===== config.mk =====
export PLATFORM = sky130hd
export DESIGN_NAME = execute_stage
export DESIGN_NICKNAME = d
export VERILOG_FILES = /design/src/rtl/execute_stage.sv
export SDC_FILE = /design/constraint.sdc
export NUM_CORES = 2
export LEC_CHECK = 0
export ABC_AREA = 1
export BUFFER_PORTS_ARGS = -buffer_cell sky130_fd_sc_hd__buf_2
export CORE_ASPECT_RATIO = 1.4
export CORE_MARGIN = 4
export CORE_UTILIZATION = 55
export DETAILED_ROUTE_END_ITERATION = 16
export PLACE_DENSITY = 0.72
export SETUP_SLACK_MARGIN = 0.1
export SKIP_CTS_REPAIR_TIMING = 1
export SLEW_MARGIN = 20
export SYNTH_ARGS = -nofsm -noshare
export SYNTH_HDL_FRONTEND = slang
export SYNTH_SLANG_ARGS = --single-unit

===== constraint.sdc =====
create_clock -name clk -period 4.15 [get_ports clk]
set_input_delay 0.83 -clock clk [delete_from_list [all_inputs] [get_ports clk]]
set_output_delay 0.83 -clock clk [all_outputs]
set_load 0.01 [all_outputs]

===== src/rtl/execute_stage.sv =====
// rtl/execute_stage.sv - ALU/branch execute stage with optional iterative multiplier.
// Define EXEC_ITER_MUL_EN for the 33-cycle shift-add MUL; otherwise MUL is single-cycle.
module execute_stage (
  input  logic        clk,
  input  logic        reset,
  input  logic [31:0] operand1,
  input  logic [31:0] operand2,
  input  logic [4:0]  alu_operation,
  input  logic        dest_register_enable,
  input  logic [4:0]  dest_register_number,
  input  logic [31:0] next_program_counter,
  input  logic [31:0] branch_dest,
  output logic [31:0] result,
  output logic        out_dest_register_enable,
  output logic [4:0]  out_dest_register_number,
  output logic        branch_taken,
  output logic [31:0] branch_target,
  output logic        stall
);

  localparam logic [4:0] ADDITION       = 5'd0;
  localparam logic [4:0] SUBTRACTION    = 5'd1;
  localparam logic [4:0] MULTIPLICATION = 5'd2;
  localparam logic [4:0] UNCOND_JUMP    = 5'd3;
  localparam logic [4:0] COND_EQ_JUMP   = 5'd4;

  logic [31:0] result_q, result_d;
  logic        dest_en_q, dest_en_d;
  logic [4:0]  dest_num_q, dest_num_d;
  logic        branch_taken_q, branch_taken_d;
  logic [31:0] branch_target_q, branch_target_d;
  logic [31:0] sum;
  logic        squash;

  assign sum    = operand1 + operand2;
  // The instruction behind a taken branch is wrong-path and must not retire.
  assign squash = branch_taken_q;

`ifdef EXEC_ITER_MUL_EN
  localparam logic [0:0] IDLE = 1'b0;
  localparam logic [0:0] BUSY = 1'b1;

  logic [0:0]  state_q, state_d;
  logic [4:0]  count_q, count_d;
  logic [31:0] acc_q, acc_d;
  logic [31:0] mcand_q, mcand_d;
  logic [31:0] mplier_q, mplier_d;
  logic        mul_en_q, mul_en_d;
  logic [4:0]  mul_num_q, mul_num_d;
  logic [31:0] acc_sum;
  logic        mul_start;

  assign mul_start = (state_q == IDLE) && (alu_operation == MULTIPLICATION) && !squash;
  assign acc_sum   = acc_q + (mplier_q[0] ? mcand_q : 32'd0);
  assign stall     = !reset && (mul_start || ((state_q == BUSY) && (count_q != 5'd31)));
`else
  assign stall = 1'b0;
`endif

  always_comb begin
    result_d        = sum;
    dest_en_d       = dest_register_enable;
    dest_num_d      = dest_register_number;
    branch_taken_d  = 1'b0;
    branch_target_d = branch_target_q;
    case (alu_operation)
      SUBTRACTION: result_d = operand1 - operand2;
`ifndef EXEC_ITER_MUL_EN
      MULTIPLICATION: result_d = operand1 * operand2;
`endif
      UNCOND_JUMP: begin
        result_d        = next_program_counter;
        branch_taken_d  = 1'b1;
        branch_target_d = sum & ~32'd1;
      end
      COND_EQ_JUMP: begin
        result_d        = 32'd0;
        dest_en_d       = 1'b0;
        branch_taken_d  = (operand1 == operand2);
        branch_target_d = branch_dest;
      end
      default: result_d = sum;
    endcase
    if (squash) begin
      result_d        = result_q;
      dest_en_d       = 1'b0;
      branch_taken_d  = 1'b0;
      branch_target_d = branch_target_q;
    end
`ifdef EXEC_ITER_MUL_EN
    state_d   = state_q;
    count_d   = count_q;
    acc_d     = acc_q;
    mcand_d   = mcand_q;
    mplier_d  = mplier_q;
    mul_en_d  = mul_en_q;
    mul_num_d = mul_num_q;
    if (state_q == BUSY) begin
      acc_d    = acc_sum;
      mcand_d  = mcand_q << 1;
      mplier_d = mplier_q >> 1;
      count_d  = count_q + 5'd1;
      branch_taken_d  = 1'b0;
      branch_target_d = branch_target_q;
      if (count_q == 5'd31) begin
        result_d   = acc_sum;
        dest_en_d  = mul_en_q;
        dest_num_d = mul_num_q;
        state_d    = IDLE;
        count_d    = 5'd0;
      end else begin
        result_d   = result_q;
        dest_en_d  = 1'b0;
        dest_num_d = dest_num_q;
      end
    end else if (mul_start) begin
      // Cycle 0 latches everything; the held upstream inputs are ignored afterwards.
      state_d    = BUSY;
      count_d    = 5'd0;
      acc_d      = 32'd0;
      mcand_d    = operand1;
      mplier_d   = operand2;
      mul_en_d   = dest_register_enable;
      mul_num_d  = dest_register_number;
      result_d   = result_q;
      dest_en_d  = 1'b0;
      dest_num_d = dest_num_q;
    end
`endif
  end

  always_ff @(posedge clk or posedge reset) begin
    if (reset) begin
      result_q        <= 32'd0;
      dest_en_q       <= 1'b0;
      dest_num_q      <= 5'd0;
      branch_taken_q  <= 1'b0;
      branch_target_q <= 32'd0;
    end else begin
      result_q        <= result_d;
      dest_en_q       <= dest_en_d;
      dest_num_q      <= dest_num_d;
      branch_taken_q  <= branch_taken_d;
      branch_target_q <= branch_target_d;
    end
  end

`ifdef EXEC_ITER_MUL_EN
  always_ff @(posedge clk or posedge reset) begin
    if (reset) begin
      state_q   <= IDLE;
      count_q   <= 5'd0;
      acc_q     <= 32'd0;
      mcand_q   <= 32'd0;
      mplier_q  <= 32'd0;
      mul_en_q  <= 1'b0;
      mul_num_q <= 5'd0;
    end else begin
      state_q   <= state_d;
      count_q   <= count_d;
      acc_q     <= acc_d;
      mcand_q   <= mcand_d;
      mplier_q  <= mplier_d;
      mul_en_q  <= mul_en_d;
      mul_num_q <= mul_num_d;
    end
  end
`endif

  assign result                   = result_q;
  assign out_dest_register_enable = dest_en_q;
  assign out_dest_register_number = dest_num_q;
  assign branch_taken             = branch_taken_q;
  assign branch_target            = branch_target_q;

endmodule


==> summary.md <==
| Metric | Value |
|---|---|
| Number of buffers created by CTS | 9 |
| Result of the run | complete, but fails checks |
| Register bit total from synthesis | 71 |
| Count of final max-slew check failures | 0 |
| Average cell area after synthesis | 7.06 um^2 |
| Routed via count divided by cell count | 5.51 |
| Initial core utilization | 55.6% |
| Count of yosys warnings during synthesis | 0 |
| Post-detailed-route count of antenna-violating nets | 0 |
| NumNets Final | 4571 |
| Count of placed standard cells including taps | 4353 |
| Area fraction of the dominant cell type after synthesis | 34.3% |
| Bufs and invs on worst path | 6 |
| Clock slew seen by the registers of the worst setup and hold paths | 0.06 ns |
| Placement-stage worst setup slack | -3.48 ns |
| Stage delay of the slowest cell on the critical path | 0.60 ns |
| # clock sinks | 71 |
| Minimum clock period | 6.94 ns |
| Max Buffers Root-to-Sink | 2 |
| CTS tree | done |
| Die footprint | 0.0469 mm^2 |
| Detail-routed net length per standard cell | 20.6 um |
| Post-synth EDFFs | 0 |
| Cell with the largest stage delay on the worst path | sky130_fd_sc_hd__fa_2 |
| Number of nets in the synthesized netlist | 4125 |
| Area grow syn2layout | 27.2% |
| First-pass iteration count of the detailed router | 6 |
| Number of standard cells after synthesis | 3389 |
| Type of element capturing the critical path | register |
| Area of the mapped netlist | 0.0239 mm^2 |
| Setup repair after global routing missed its margin | yes |
| Worst slew slack as a fraction of its limit | 26.9% |
| Final setup viols | 27 |
| Insertion delay to the later sink of the worst-skew pair | 0.36 ns |
| FP Rows | 90 |
| Placer's final routability congestion estimate | 1.04 |
| Half-perimeter wire length after detailed placement | 75.4 mm |
| Highest clock frequency the design can meet | 144 MHz |
| Combined global-route utilization of all metal layers | 37.2% |
| Max H-tree Level | 3 |
| Startpoint-to-endpoint class of the critical path | primary input to register |
| Leading cell type by number of instances after synthesis | sky130_fd_sc_hd__nand2_1 |
| Vertical die dimension | 255 um |
| Worst setup skew after layout | 0.00684 ns |
| Synth cell types | 58 |
| Hold violation count in the final report | 0 |
| Yosys top cell by area | sky130_fd_sc_hd__fa_1 |
| Ranking of synthesized cells by instance count | sky130_fd_sc_hd__nand2_1 (936), sky130_fd_sc_hd__inv_1 (872), sky130_fd_sc_hd__fa_1 (410) |
| Portion of the clock cycle consumed by the worst path in the final layout | 167% |
| Share of synthesized flip-flops with an asynchronous set or reset | 100% |
| Via count of the routed design | 24200 |
| Worst hold-check slack | 0.476 ns |
| Violated checks | setup timing |
| Max-cap violations | 0 |
| Buffer cell driving the clock tree root | sky130_fd_sc_hd__clkbuf_16 |
| Maximum number of pins on one net before global-route repair | 41 |
| Std-Cell Core Area | 0.0430 mm^2 |
| Initial antenna violation count | 1 |
| Data arrival at the endpoint of the critical path | 7.18 ns |
| Width of the die | 184 um |
| Count of placed standard cells in the final layout, fillers left out | 4391 |
| Ratio of cells with drive above 1 in the final layout | 24.5% |
| Slew at the pin closest to its max-slew limit | 1.09 ns |
| Proportion of synthesized chip area in sequential cells | 7.43% |
| FILL cells | 3397 |
| Total Wirelength | 90.3 mm |
| GRT Residual Overflow | 0 |
| Number of input and output port buffers inserted | 211 |
| IO Pins | 213 |
| Required @ worst endpoint | 4.40 ns |
| Fin worst setup slack | -2.79 ns |
| Kind of cell adding the most delay to the critical path | adder cells |
| Worst hold path class | register to register |
| Utilization after layout | 70.7% |
| Critical path peak fanout | 4 |
| Main synth FF type | sky130_fd_sc_hd__dfrtp_1 |
| Cell repeated most along the worst path | sky130_fd_sc_hd__fa_1 |
| Area contributors post-synth | sky130_fd_sc_hd__fa_1 (34%), sky130_fd_sc_hd__nand2_1 (15%), sky130_fd_sc_hd__inv_1 (14%) |
| Starting DRC count in detailed routing | 1902 |
| DRC errors left | 0 |
| Antenna Diode Count | 0 |
| Wire length of the first global-routing pass | 135 mm |
| Crit path launch type | primary input |
| Vias in the first global route | 25100 |
==> metrics by stage <==
step | TNS [ns] | cell area [um^2]
2_1_floorplan | -50.83 | 24800
3_3_place_gp | -73.89 | 28300
3_5_place_dp | -75.97 | 28300
4_1_cts | -66.24 | 28700
5_1_grt | -62.89 | 30400
6_report | -59.33 | 30400
==> worst paths after layout <==
path	startpoint	end	slack, ns	cells past startpoint
setup / recovery	operand2[13]	result[26]	-2.79	25
hold / removal	result[19]	result[19]	0.48	2
setup reg to reg	branch_taken	branch_target[4]	2.01	6
hold reg to reg	result[19]	result[19]	0.48	2
max in group asynchronous	reset	result[21]	2.72	3
min in group asynchronous	reset	out_dest_register_number[0]	0.54	2
==> layout by cell type, fill, tap and decap left out, types with 13 or more instances in the layout <==
cell type,count
sky130_fd_sc_hd__a21oi_1,128
sky130_fd_sc_hd__a21oi_2,19
sky130_fd_sc_hd__a31oi_1,13
sky130_fd_sc_hd__buf_12,24
sky130_fd_sc_hd__buf_2,174
sky130_fd_sc_hd__buf_4,316
sky130_fd_sc_hd__buf_6,59
sky130_fd_sc_hd__buf_8,13
sky130_fd_sc_hd__dfrtp_1,71
sky130_fd_sc_hd__fa_1,359
sky130_fd_sc_hd__fa_2,51
sky130_fd_sc_hd__ha_1,135
sky130_fd_sc_hd__ha_4,45
sky130_fd_sc_hd__inv_1,812
sky130_fd_sc_hd__inv_2,70
sky130_fd_sc_hd__nand2_1,890
sky130_fd_sc_hd__nand2_2,36
sky130_fd_sc_hd__nand2_4,13
sky130_fd_sc_hd__nand3_1,95
sky130_fd_sc_hd__nand3_2,24
sky130_fd_sc_hd__nand4_1,16
sky130_fd_sc_hd__nor2_1,113
sky130_fd_sc_hd__nor3_1,14
sky130_fd_sc_hd__o211ai_1,13
sky130_fd_sc_hd__o21ai_0,93
sky130_fd_sc_hd__o21ai_1,41
sky130_fd_sc_hd__o21ai_2,17
sky130_fd_sc_hd__xor2_1,35
==> worst reg2reg max path: cells and delay by family, from the launching register on <==
| kind | cells | cell delay (ns) |
|---|---|---|
| AND/OR/NAND/NOR | 1 | 0.15 |
| AO/OA/AOI/OAI | 3 | 0.60 |
| flip-flops | 1 | 0.43 |
| buffers and inverters | 2 | 0.84 |
==> final cells by class <==
type	instances	area [um^2]	share of cell area, %
clock buffers	10	239	0.786
clock inverters	5	129	0.424
inverters	882	3310	10.9
multi-input cells	2279	19600	64.3
flip-flops and latches	71	1780	5.84
well taps	552	691	2.27
repair buffers	592	4700	15.5
==> logic make-up after synthesis <==
logic type / Yosys count / share of synthesized area, %
DFF: 71 / 7.43
and+or+nand+nor: 1256 / 21.3
other: 1 / 0.0157
xor gates and xnor gates: 45 / 1.65
buffers and inverters: 1039 / 16.6
AOI/OAI and AO/OA: 382 / 9.00
adders and majority gates: 595 / 44.0
==> metal layers <==
layer	track usage [%]	wire (um)	part of all wire, %
met5	0	0	0
met4	15.6	5210	5.8
met3	5.31	7410	8.2
met2	65.6	44800	50
met1	45.6	32800	36
==> flip-flops by register name, indices dropped and copies added (netlist names) <==
signal,cells
branch_target,32
result,32
out_dest_register_number,5
branch_taken,1
out_dest_register_enable,1
Power is not shown: default switching activity piles up to over one toggle a cycle in this logic, so the estimate is an artifact.
